### src/rtl/nvram_arbiter.sv
// nvram_arbiter: shares CMOS RAM between the CPU and HPS ioctl save/load, halting the CPU during transfers
module nvram_arbiter #(
  parameter int          AW          = 10,
  parameter logic [15:0] NV_INDEX    = 16'd4,
  parameter int          ACK_TIMEOUT = 255
) (
  input  logic          clk_sys,
  input  logic          reset,
  input  logic          ioctl_download,
  input  logic          ioctl_upload,
  input  logic [15:0]   ioctl_index,
  input  logic [24:0]   ioctl_addr,
  input  logic [7:0]    ioctl_dout,
  input  logic          ioctl_wr,
  input  logic          ioctl_rd,
  output logic [7:0]    ioctl_din,
  output logic          ioctl_wait,
  output logic          cpu_hold,
  input  logic          cpu_hold_ack,
  input  logic [AW-1:0] cpu_addr,
  input  logic          cpu_we,
  input  logic [7:0]    cpu_din,
  output logic [7:0]    cpu_dout,
  output logic [AW-1:0] ram_addr,
  output logic          ram_we,
  output logic [7:0]    ram_din,
  input  logic [7:0]    ram_dout,
  output logic          nvram_dirty
);
  typedef enum logic [2:0] {IDLE, HOLD, DL, UL_IDLE, UL_DATA, RELEASE} state_t;
  localparam int CW = $clog2(ACK_TIMEOUT + 1);
  state_t state, state_nx;
  logic [CW-1:0] cnt;
  logic [7:0] cpu_dout_q;
  logic sel, sel_q, sel_rise, go, in_range, in_range_q;
  assign sel      = (ioctl_download | ioctl_upload) && ioctl_index == NV_INDEX;
  assign sel_rise = sel & ~sel_q;
  assign go       = cpu_hold_ack || cnt == CW'(ACK_TIMEOUT);
  assign in_range = ioctl_addr[24:AW] == '0;
  // sel_q tracks sel through reset so an aborted transfer is not restarted
  always_ff @(posedge clk_sys) begin
    sel_q <= sel;
    if (reset) begin
      state       <= IDLE;
      cnt         <= '0;
      nvram_dirty <= 1'b0;
      ioctl_din   <= 8'hFF;
      in_range_q  <= 1'b0;
      cpu_dout_q  <= '0;
    end else begin
      state       <= state_nx;
      cnt         <= state != HOLD ? '0 : cnt == CW'(ACK_TIMEOUT) ? cnt : cnt + 1'b1;
      nvram_dirty <= (cpu_we && (state == IDLE || state == RELEASE)) || (nvram_dirty && state != RELEASE);
      if (state == UL_IDLE && ioctl_rd) in_range_q <= in_range;
      if (state == UL_DATA) ioctl_din <= in_range_q ? ram_dout : 8'hFF;
      if (state == IDLE) cpu_dout_q <= ram_dout;
    end
  end
  always_comb begin
    state_nx   = state;
    cpu_hold   = 1'b0;
    ioctl_wait = 1'b0;
    ram_addr   = cpu_addr;
    ram_we     = 1'b0;
    ram_din    = cpu_din;
    cpu_dout   = cpu_dout_q;
    case (state)
      IDLE: begin
        ram_we     = cpu_we;
        cpu_dout   = ram_dout;
        ioctl_wait = sel_rise;
        if (sel_rise) state_nx = HOLD;
      end
      HOLD: begin
        cpu_hold   = 1'b1;
        ioctl_wait = ~go;
        if (!sel) state_nx = RELEASE;
        else if (go) state_nx = ioctl_download ? DL : UL_IDLE;
      end
      DL: begin
        cpu_hold = 1'b1;
        ram_addr = ioctl_addr[AW-1:0];
        ram_din  = ioctl_dout;
        ram_we   = ioctl_wr & in_range;
        if (!sel) state_nx = RELEASE;
      end
      UL_IDLE: begin
        cpu_hold = 1'b1;
        ram_addr = ioctl_addr[AW-1:0];
        if (!sel) state_nx = RELEASE;
        else if (ioctl_rd) begin
          ioctl_wait = 1'b1;
          state_nx   = UL_DATA;
        end
      end
      UL_DATA: begin
        cpu_hold = 1'b1;
        ram_addr = ioctl_addr[AW-1:0];
        state_nx = UL_IDLE;
      end
      RELEASE: state_nx = IDLE;
      default: state_nx = IDLE;
    endcase
  end
endmodule

### config.mk
export PLATFORM = sky130hd
export DESIGN_NAME = nvram_arbiter
export DESIGN_NICKNAME = d
export VERILOG_FILES = /design/src/rtl/nvram_arbiter.sv
export SDC_FILE = /design/constraint.sdc
export NUM_CORES = 1
export LEC_CHECK = 0
export ABC_AREA = 1
export BUFFER_PORTS_ARGS = -buffer_cell sky130_fd_sc_hd__buf_2
export CAP_MARGIN = 20
export CORE_MARGIN = 4
export CORE_UTILIZATION = 38
export DETAILED_ROUTE_END_ITERATION = 8
export PLACE_DENSITY = 0.87
export SYNTH_ARGS = -nofsm -noshare
export SYNTH_HDL_FRONTEND = slang
export SYNTH_SLANG_ARGS = --single-unit
### constraint.sdc
create_clock -name clk_sys -period 1.46 [get_ports clk_sys]
set_input_delay 0.292 -clock clk_sys [delete_from_list [all_inputs] [get_ports clk_sys]]
set_output_delay 0.292 -clock clk_sys [all_outputs]
set_load 0.005 [all_outputs]
**Yosys cells after proc, flatten, opt, wreduce, memory -nomap -nowiden**

Cells that the tools add are included.

- Flip-flop bits (word level): 30
- Output and inout bits: 38
- Logic and storage cells: 56

- Equal/unequal tests: 13
- Bitwise operators: 5
- Muxes and demuxes: 17
- Add/subtract/negate cells: 1
- Reduce and logical (&&, ||, !) cells: 13

Operator list:

| operator | number |
|---|---|
| $mux W8 | 3 |
| $mux W3 | 6 |
| $eq A16 B3 Y1 const B | 1 |
| $logic_not A15 Y1 | 1 |
| $pmux W3 S5 | 1 |
| $mux W10 | 1 |
| $ne A3 B3 Y1 const B | 3 |
| $add A8 B1 Y8 const B | 1 |
| $eq A8 B8 Y1 const B | 1 |
| $eq A3 B2 Y1 const B | 2 |
| $eq A3 B3 Y1 const B | 2 |
| $logic_and A1 B1 Y1 | 4 |
| $mux W1 | 4 |
| $ne A2 B2 Y1 const B | 2 |
| $reduce_and A4 Y1 | 1 |
| $reduce_or A4 Y1 | 1 |
| $eq A3 B1 Y1 const B | 1 |
| $logic_not A3 Y1 | 1 |
| $logic_or A1 B1 Y1 | 3 |
| $ne A3 B1 Y1 const B | 1 |
| $pmux W1 S3 | 1 |
| $reduce_or A3 Y1 | 1 |
| $and A1 B1 Y1 | 2 |
| $not A1 Y1 | 2 |
| other kinds (3) | 3 |

**Logic depth before layout (Yosys ltp)**

Gate-level depths: netlist of run 1.

- Depth in word-level cells: 5
- Mapped depth: 10
- Depth with buffers taken out: 10

**Worst setup path after synthesis of run 1**

No wires, ideal clock.

- Path type: register to output
- Start point: register cnt[0]
- End point: output ioctl_wait
- Arrival time: 1.139 ns
- Path slack: 0.029 ns
- Path buffers: 0
- Stages on the path, launching flop included: 9
- Path through: dfxtp_1 -> ha_1 -> inv_1 -> nor2_2 -> nand2_1 -> inv_1 -> nor2_1 -> nand2_1 -> o221ai_1

- Word-level cells in the longest chain between the ends: 4

RTL lines:

| item | line | source |
|---|---|---|
| start: declaration | 33 | `logic [CW-1:0] cnt;` |
| start signal: assignment | 52 | `cnt <= state != HOLD ? '0 : cnt == CW'(ACK_TIMEOUT) ? cnt : cnt + 1'b1;` |
| $eq A8 B8 Y1 | 38 | `assign go = cpu_hold_ack \|\| cnt == CW'(ACK_TIMEOUT);` |
| $logic_or A1 B1 Y1 | 38 |  |
| $not A1 Y1 | 76 | `ioctl_wait = ~go;` |
| $pmux W1 S3 | 67 | `case (state)` |
| end: declaration | 17 | `output logic ioctl_wait,` |

No other way between the ends.

**Final worst setup path of run 1**

- Start point: register state[1]
- End point: output cpu_dout[2]

- Word-level cells in the longest chain between the ends: 2

RTL lines:

| item | line | source |
|---|---|---|
| start: declaration | 32 | `state_t state, state_nx;` |
| start signal: assignment | 51 | `state <= state_nx;` |
| $logic_not A3 Y1 | 67 |  |
| $mux W8 | n/a |  |
| end: declaration | 23 | `output logic [7:0] cpu_dout,` |

No other way between the ends.

==> results of run 1 <==
## flip-flops by register name (all words and copies together) (netlist names)
signal	cells
cnt	8
cpu_dout_q	8
in_range_q	1
ioctl_din	8
nvram_dirty	1
sel_q	1
state	3
## per-stage QoR
stage	total power, mW	hold WS (ps)	cell area [um2]	utilization	std cells
3_5_place_dp	2.527	439.4	2658	0.5980	491
3_3_place_gp	2.474	435.3	2658	0.5980	491
2_1_floorplan	1.766	439.9	1777	-	292
5_1_grt	3.794	271.3	2987	0.6720	510
4_1_cts	3.424	256.2	2918	0.6565	508
6_report	3.525	265.2	2987	0.6720	510
## per-layer routing
metal / track usage / vias up / share of wire
met3: 0.06738 / 7 / 0.084
met2: 0.4051 / 100 / 0.54
met1: 0.2111 / 1078 / 0.37
met4: 0.05254 / 0 / 0.0096
met5: 0 / - / 0
li1: - / 1255 / -
## worst max path at each step
stage / from / end / slack [ps] / cells after the start
2_1_floorplan: cnt[0] / ioctl_wait / 30 / 8
3_3_place_gp: state[1] / ioctl_wait / -60 / 6
3_5_place_dp: state[1] / cpu_dout[6] / -170 / 8
4_1_cts: state[0] / cpu_dout[6] / -290 / 8
5_1_grt: state[0] / cpu_dout[2] / -390 / 8
6_report: state[1] / cpu_dout[2] / -290 / 7
## cell usage after synthesis, types with 3 or more instances
cell type | instances | area (um2)
o21ai_1 | 12 | 60.06
nor2_4 | 3 | 33.78
dfxtp_1 | 30 | 600.6
o21ai_0 | 12 | 60.06
inv_2 | 9 | 33.78
inv_1 | 25 | 93.84
or2_0 | 7 | 43.79
nor2_2 | 3 | 18.77
nand4_1 | 3 | 18.77
nand2_1 | 90 | 337.8
nor2_1 | 49 | 183.9
nor3_1 | 3 | 15.01
nand3_1 | 19 | 95.09
a21oi_1 | 10 | 50.05
## final cells by class
class                   count  share of cell area
multi-input cells         224              0.3817
repair buffers            162              0.3155
flip-flops and latches     30              0.2036
inverters                  34             0.04692
clock buffers               7             0.02891
well taps                  52             0.02178
clock inverters             1            0.001676
## report_power, final
group / total [mW] / leakage, nW / internal, mW / switching, mW
clock: 0.696 / 0.0482 / 0.380 / 0.316
combinational: 1.86 / 1.27 / 0.884 / 0.977
sequential: 0.968 / 0.248 / 0.925 / 0.0427
## logic make-up (layout without fill, tap and decap cells)
group                      after synthesis  in the layout
AOI/OAI and AO/OA                       38             38
buffers and inverters                   38            204
xor gates and xnor gates                 2              2
and+or+nand+nor                        183            183
adders and majority gates                1              1
DFF                                     30             30
## worst max-delay path, cell delays in order, from the launching register on
cell and delay (ps):
dfxtp_2 340, nor2_2 110, inv_2 60, nor2_4 160, inv_4 110, o21ai_1 200, inv_1 70, buf_2 130
## timing repair
action,in CTS,in global routing
setup buffers,9,4
endpoints found under the setup margin,32,40
hold buffers,0,0
gates resized for setup,37,20
pin swaps,6,2
==> flow_summary.ini, run 1 <==
[timing]
setup_violations = 33
fin_crit_sh = 1.200
period_needed_ps = 1753
hold_violations = 0
maxSlewHeadroom = 0.7646
skew_ps = 4.848
maxSlewViolCount = 0
tightest_slew_ps = 352.8
fmax_mhz = 570.6
fin_ws_ps = -292.6
rsz0062_at_grt = yes
totalNegativeSetupSlack_ps = -7517

[finish]
multi_input_area_um2 = 1140
mostFrequentLayoutCells = buf_2, nand2_1, nor2_1, buf_4, dfxtp_1
area_growth_syn_to_layout_pct = 68.10
layout_commonest_cell = buf_2
diodes = 0
drive_gt1_frac = 0.4803
ff_latch_area_um2 = 608.1
layout.nets = 541
fill_cells = 370

[route]
drt-total-wl_um = 6165
first_pass_iters = 4
drc_errors = 0
routedWlPerCell_um = 12.09
vias = 2440
viasPerCell = 4.784
ant_nets = 0
drtIter0Drc = 142

[worst_hold_path]
min_path_cells = 3
min_to = ioctl_din[1]
hp-class = in -> reg
hp-start = ram_dout[1]

[clock_network]
cts_sinks = 30
cts_tree = built
cts-root-buf = clkbuf_8
clkTransAtPathRegs_ps = 70
clkLatencyLatePin_ps = 280
h-tree-depth = 2
clockBufferDepth = 2
cts_made_buffers = 5

[placed_design]
place.gp.congestion = 0.7568
dp_hpwl_um = 4701
portBuffers = 120
pre_cts_ws_ps = -171.4

[run]
drv_cap = 0

[floorplan]
die-area_um2 = 5833
std_cell_rows = 24
die_w_um = 76.38
die_y_um = 76.38
core_um2 = 4444
start_util = 0.3998
ios = 121

[global_routing]
grt_first_pass_wirelength_um = 10090
grt_max_degree = 13
grt-ovfl-total = 0
grt_usage = 0.2082
first_global_vias = 2351
antenna_found_initial = 0

[critical_path]
cp-start-kind = register
regToRegSetupSlack_ps = -110
endpoint_kind = output pin
setup.worst_path.class = reg -> out
crit_fanout = 9
r2r_start = state[1]
rr_worst_depth = 9
r2r-end = cnt[6]
crit_arrival_ps = 1460
required_ps = 1170

[yosys]
synth_xor_xnor_area_share = 0.009859
yosysSeqAreaShare = 0.3380
yosys.area_share.simple = 0.4500
syn_area_um2 = 1777
synth_nets = 376
synthMuxAreaShare = 0
synth_compound_area_frac = 0.1134
synth_edf_count = 0
async_flop_share = 0
ys_ff_latch = 30
synth.avg_cell_area_um2 = 6.085
synth_top_family_by_area = simple AND/OR/NAND/NOR gates
yosysUniqueCellTypes = 26
ys_warn_count = 0
synthAdderAreaFrac = 0.007042
synthFlopType = dfxtp_1
syn_inst = 292

[pwr]
ir_drop_mv = 0.6312
p_leak_nw = 1.565
power_density_nw_per_um2 = 1180

[outcome]
status = finished, violations left
violations = setup timing
(Power assumes the default switching activity.)
==> run 2: changes to the inputs <==
Settings changed: SKIP_LAST_GASP from default to 1, SLEW_MARGIN from default to 20.
==> run 2 against run 1 <==
Against the previous run: the run still ends with setup timing left; register-to-register slack better by 40 ps; die area did not move; core utilization is 0.23 points higher; final cell count did not move; critical endpoint unchanged.
==> flow_summary.ini, run 2 (synthesized netlist as in run 1, its figures left out) <==
[worst_hold_path]
min_to = ioctl_din[1]
min_path_cells = 3
hp-class = in -> reg
hp-start = ram_dout[1]

[timing]
hold_violations = 0
maxSlewViolCount = 0
fin_crit_sh = 1.209
period_needed_ps = 1765
fmax_mhz = 566.7
skew_ps = 5.438
setup_violations = 31
rsz0062_at_grt = yes
tightest_slew_ps = 350.7
fin_ws_ps = -304.7
maxSlewHeadroom = 0.7660

[outcome]
violations = setup timing
status = finished, violations left

[floorplan]
die_w_um = 76.38
std_cell_rows = 24
start_util = 0.3998
die-area_um2 = 5833
ios = 121
die_y_um = 76.38
core_um2 = 4444

[critical_path]
timing.critical_path.buf_inv = 4
crit_family = buffers and inverters
r2r_start = state[0]
crit_chain = nor2_4 > inv_2 > nor2_4 > inv_2 > o21ai_1 > inv_1 > buf_2
endpoint_kind = output pin
setup.worst_path.class = reg -> out
cp_num_cells = 7
regToRegSetupSlack_ps = -70
required_ps = 1170
crit_fanout = 9
crit_arrival_ps = 1470
rr_worst_depth = 8
max_stage_delay_ps = 370
r2r-end = cnt[7]
cpMaxStageDelayCell = dfxtp_4
cp-start-kind = register

[global_routing]
grt-ovfl-total = 0
first_global_vias = 2347
grt_usage = 0.2070
grt_first_pass_wirelength_um = 10060
antenna_found_initial = 0
grt_max_degree = 13

[pwr]
ir_drop_mv = 0.6223
p_total_mw = 3.547
clock_power_share = 0.196
internal-power_mw = 2.195
pwr-share-seq = 0.276
p_leak_nw = 1.566
sw_frac_of_total = 0.3810
combPwrFrac = 0.528
power_density_nw_per_um2 = 1184
power.switching_mw = 1.352

[finish]
mostFrequentLayoutCells = buf_2, nand2_1, nor2_1, buf_4, dfxtp_1
final_area_um2 = 2997
area_growth_syn_to_layout_pct = 68.66
diodes = 0
drive_gt1_frac = 0.4891
top_regs = cnt: 8 flops, cpu_dout_q: 8 flops, ioctl_din: 8 flops
layout_commonest_cell = buf_2
layout.nets = 541

[route]
ant_nets = 0
drtIter0Drc = 155
vias = 2437
drt-total-wl_um = 6102
drc_errors = 0
first_pass_iters = 4
viasPerCell = 4.778
routedWlPerCell_um = 11.96

[run]
drv_cap = 0

[placed_design]
dp_hpwl_um = 4701
portBuffers = 120
place.gp.congestion = 0.7568
pre_cts_ws_ps = -171.4
place_area_um2 = 2658

[clock_network]
clockBufferDepth = 2
cts_made_buffers = 5
cts_tree = built
cts-root-buf = clkbuf_8
h-tree-depth = 2
clkTransAtPathRegs_ps = 70
clkLatencyLatePin_ps = 290
cts_sinks = 30
cts_hold_buffers = 0
[run 2: cell types whose count changed in the layout (fill, tap and decap cells not counted), moves of 2 or more]
cell / before / now
a21oi_2: 2 / 0
nor2_2: 6 / 4
o21ai_2: 6 / 8
dfxtp_2: 6 / 4
nand2_2: 5 / 11
nand2_1: 85 / 78
a21oi_1: 8 / 10
[run 2: through the flow]
| step | std cells | utilization | setup TNS (ps) | hold WS [ps] |
|---|---|---|---|---|
| 6_report | 510 | 0.6743 | -7695 | 264.8 |
| 3_5_place_dp | 491 | 0.5980 | -1604 | 439.4 |
| 3_3_place_gp | 491 | 0.5980 | -388.5 | 435.3 |
| 5_1_grt | 510 | 0.6743 | -10280 | 271.3 |
| 2_1_floorplan | 292 | - | 0 | 439.9 |
| 4_1_cts | 508 | 0.6529 | -8466 | 256.2 |
[run 2: routing by layer]
metal	vias to the layer above	share of wire	GRT usage
li1	1256	-	-
met1	1078	0.37	0.2111
met2	90	0.53	0.4007
met3	13	0.082	0.06738
met4	0	0.016	0.05254
met5	-	0	0
[run 2: worst max path at each step]
stage	startpoint	endpoint	slack (ps)
5_1_grt	state[1]	cpu_dout[1]	-360
3_3_place_gp	state[1]	ioctl_wait	-60
4_1_cts	state[0]	cpu_dout[6]	-290
2_1_floorplan	cnt[0]	ioctl_wait	30
6_report	state[1]	cpu_dout[2]	-300
3_5_place_dp	state[1]	cpu_dout[6]	-170
[run 2: tightest hold or removal path: cells and delay by family]
kind                   cells  cell delay, ps
buffers and inverters      1              90
AOI/OAI and AO/OA          1              70
and+or+nand+nor            1              70
[run 2: cell type report]
class,count,area [um2]
fillers,374,1448
well taps,52,65.06
clock buffers,7,86.33
repair buffers,162,938.4
clock inverters,1,5.005
flip-flops and latches,30,609.3
inverters,34,137.6
multi-input cells,224,1155
[run 2: power groups by stage]
stage	registers, mW	logic [mW]	clock network (mW)
after CTS	0.966	1.75	0.699
final	0.979	1.87	0.695
after floorplan	0.984	0.782	0
after global routing	0.984	2.08	0.748
after global placement	0.968	1.51	0
after detailed placement	0.972	1.55	0
[run 2: what timing repair did]
item                                    CTS  global route
buffers inserted                          9             5
pin swaps                                 5             9
endpoints found under the setup margin   32            40
resized for setup                        29            30
==> run 3: changes to the inputs <==
Settings changed: CELL_PAD_IN_SITES_DETAIL_PLACEMENT from default to 0, CELL_PAD_IN_SITES_GLOBAL_PLACEMENT from default to 1, CORE_UTILIZATION 38 to 24.
==> run 3 against run 2 <==
Against the previous run: the flow still finishes with violations (setup timing); power is 20% higher; final area grew 10%; critical path depth is 1 higher; via count is 1.2% higher; combinational power rose by 20%; core utilization decreased by 22 points; clock-buffer cell count is 1 lower; sequential power is essentially flat; wire length is 5.7% higher; non-clock buffer count rose by 14; sequential share of layout area decreased by 1.7 points; clock skew increased by 1.3 ps; critical endpoint is now cpu_dout[1]; largest cell class unchanged.
==> flow_summary.ini, run 3 (synthesized netlist as in run 1, its figures left out) <==
[timing]
fmax_mhz = 562.7
fin_crit_sh = 1.217
totalNegativeSetupSlack_ps = -8242
hold_violations = 0
tightest_slew_ps = 398.2
whs_ps = 249.5
period_needed_ps = 1777
rsz0062_at_grt = yes
maxSlewHeadroom = 0.7342
maxSlewViolCount = 0
setup_violations = 34
fin_ws_ps = -317.0
skew_ps = 6.746

[critical_path]
max_stage_delay_ps = 380
crit_fanout = 8
required_ps = 1170
crit_family = buffers and inverters
setup.worst_path.class = reg -> out
cpMaxStageDelayCell = dfxtp_4
cp_common_cell = nor2_4
cp-start-kind = register
crit_arrival_ps = 1490
endpoint_kind = output pin
timing.critical_path.buf_inv = 4
crit_chain = nor2_4 > inv_2 > nor2_4 > buf_6 > or2_1 > o21ai_2 > inv_1 > buf_2

[clock_network]
cts_tree = built
clkLatencyLatePin_ps = 290
cts_made_buffers = 5
clkTransAtPathRegs_ps = 70
cts-root-buf = clkbuf_8
cts_sinks = 30
h-tree-depth = 2
clockBufferDepth = 2

[outcome]
violations = setup timing
status = finished, violations left

[global_routing]
grt_busiest_layer = met2
gr-usage-met3 = 0.04647
grt_first_pass_wirelength_um = 10120
grt_usage = 0.1415
grt.met2_usage = 0.2661
antenna_found_initial = 0
first_global_vias = 2375
grt_util_met1 = 0.1526
grt-ovfl-total = 0
grt_max_degree = 13

[floorplan]
std_cell_rows = 31
ios = 121
core_um2 = 7214
die_w_um = 94.04
die-area_um2 = 8844
die_y_um = 94.04
start_util = 0.2463

[route]
drt-total-wl_um = 6447
vias = 2467
viasPerCell = 4.320
drc_errors = 0
routedWlPerCell_um = 11.29
ant_nets = 0
drtIter0Drc = 55
first_pass_iters = 4

[worst_hold_path]
hp-class = in -> reg

[run]
drv_cap = 0

[finish]
layout.nets = 555
top_regs = cnt: 8 flops, cpu_dout_q: 8 flops, ioctl_din: 8 flops
diodes = 0
drive_gt1_frac = 0.5445
fill_cells = 740
area_growth_syn_to_layout_pct = 86.34
post-route-util = 0.4589
multi_input_area_um2 = 1215
final_area_um2 = 3311
layout_commonest_cell = buf_2
mostFrequentLayoutCells = buf_2, nand2_1, buf_4, nor2_1, dfxtp_1
ff_latch_area_um2 = 615.6

[placed_design]
place.gp.congestion = 0.8344
place_area_um2 = 2796
dp_hpwl_um = 4886
portBuffers = 120

[pwr]
p_leak_nw = 1.674
p_total_mw = 4.264
ir_drop_mv = 0.4709
power_density_nw_per_um2 = 1288
==> run 3: changes by cell type in the layout (fill, tap and decap cells not counted), moves of 2 or more <==
cell,previous run,this run
nand2_2,11,23
bufinv_16,0,2
buf_6,6,10
inv_2,8,6
o21ai_0,10,12
a21oi_1,10,5
buf_4,36,45
nand2_1,78,67
nor2_2,4,2
nor2_4,8,10
inv_4,4,6
a21oi_2,0,5
dfxtp_4,1,3
==> run 3: path summary, 6_finish.rpt <==
| path | depth (start not counted) | startpoint | end | slack [ps] |
|---|---|---|---|---|
| worst min-delay path | 3 | ram_dout[2] | ioctl_din[2] | 250 |
| worst max register to register | 8 | state[2] | cnt[2] | -70 |
| worst min register to register | 2 | ioctl_din[7] | ioctl_din[7] | 460 |
| worst max-delay path | 8 | state[1] | cpu_dout[1] | -320 |
==> run 3: cell type report <==
class / instances / area share
multi-input cells: 224 / 0.3670
inverters: 34 / 0.04308
well taps: 99 / 0.03741
repair buffers: 176 / 0.3235
flip-flops and latches: 30 / 0.1859
clock inverters: 2 / 0.01814
clock buffers: 6 / 0.02494
==> run 3: timing repair <==
action,4_1_cts,5_1_grt
setup buffers,10,7
gates resized for setup,49,35
hold buffers,0,0
hold endpoints to repair,0,0
pin swaps,28,17
setup endpoints to repair,29,44
==> run 3: worst register-to-register path: cells and delay by family, from the launching register on <==
kind / cells / cell delay, ps
AO/OA/AOI/OAI: 2 / 130
buffers and inverters: 4 / 480
flip-flops: 1 / 370
AND/OR/NAND/NOR: 2 / 480
==> run 3: through the flow <==
| step | std cells | setup WS, ps |
|---|---|---|
| final | 571 | -317.0 |
| after global routing | 571 | -398.0 |
| after CTS | 564 | -293.4 |
| after detailed placement | 547 | -149.3 |
| after global placement | 547 | -92.17 |
| after floorplan | 292 | 29.29 |
==> run 3: power by group <==
part           switching (mW)  internal [mW]
clock network           0.320          0.728
registers              0.0504          0.929
logic                    1.08           1.16
==> run 3: routing by layer <==
layer	part of all wire	up-vias
met5	0	-
met4	0.011	0
met3	0.070	7
met2	0.53	79
met1	0.39	1103
li1	-	1278
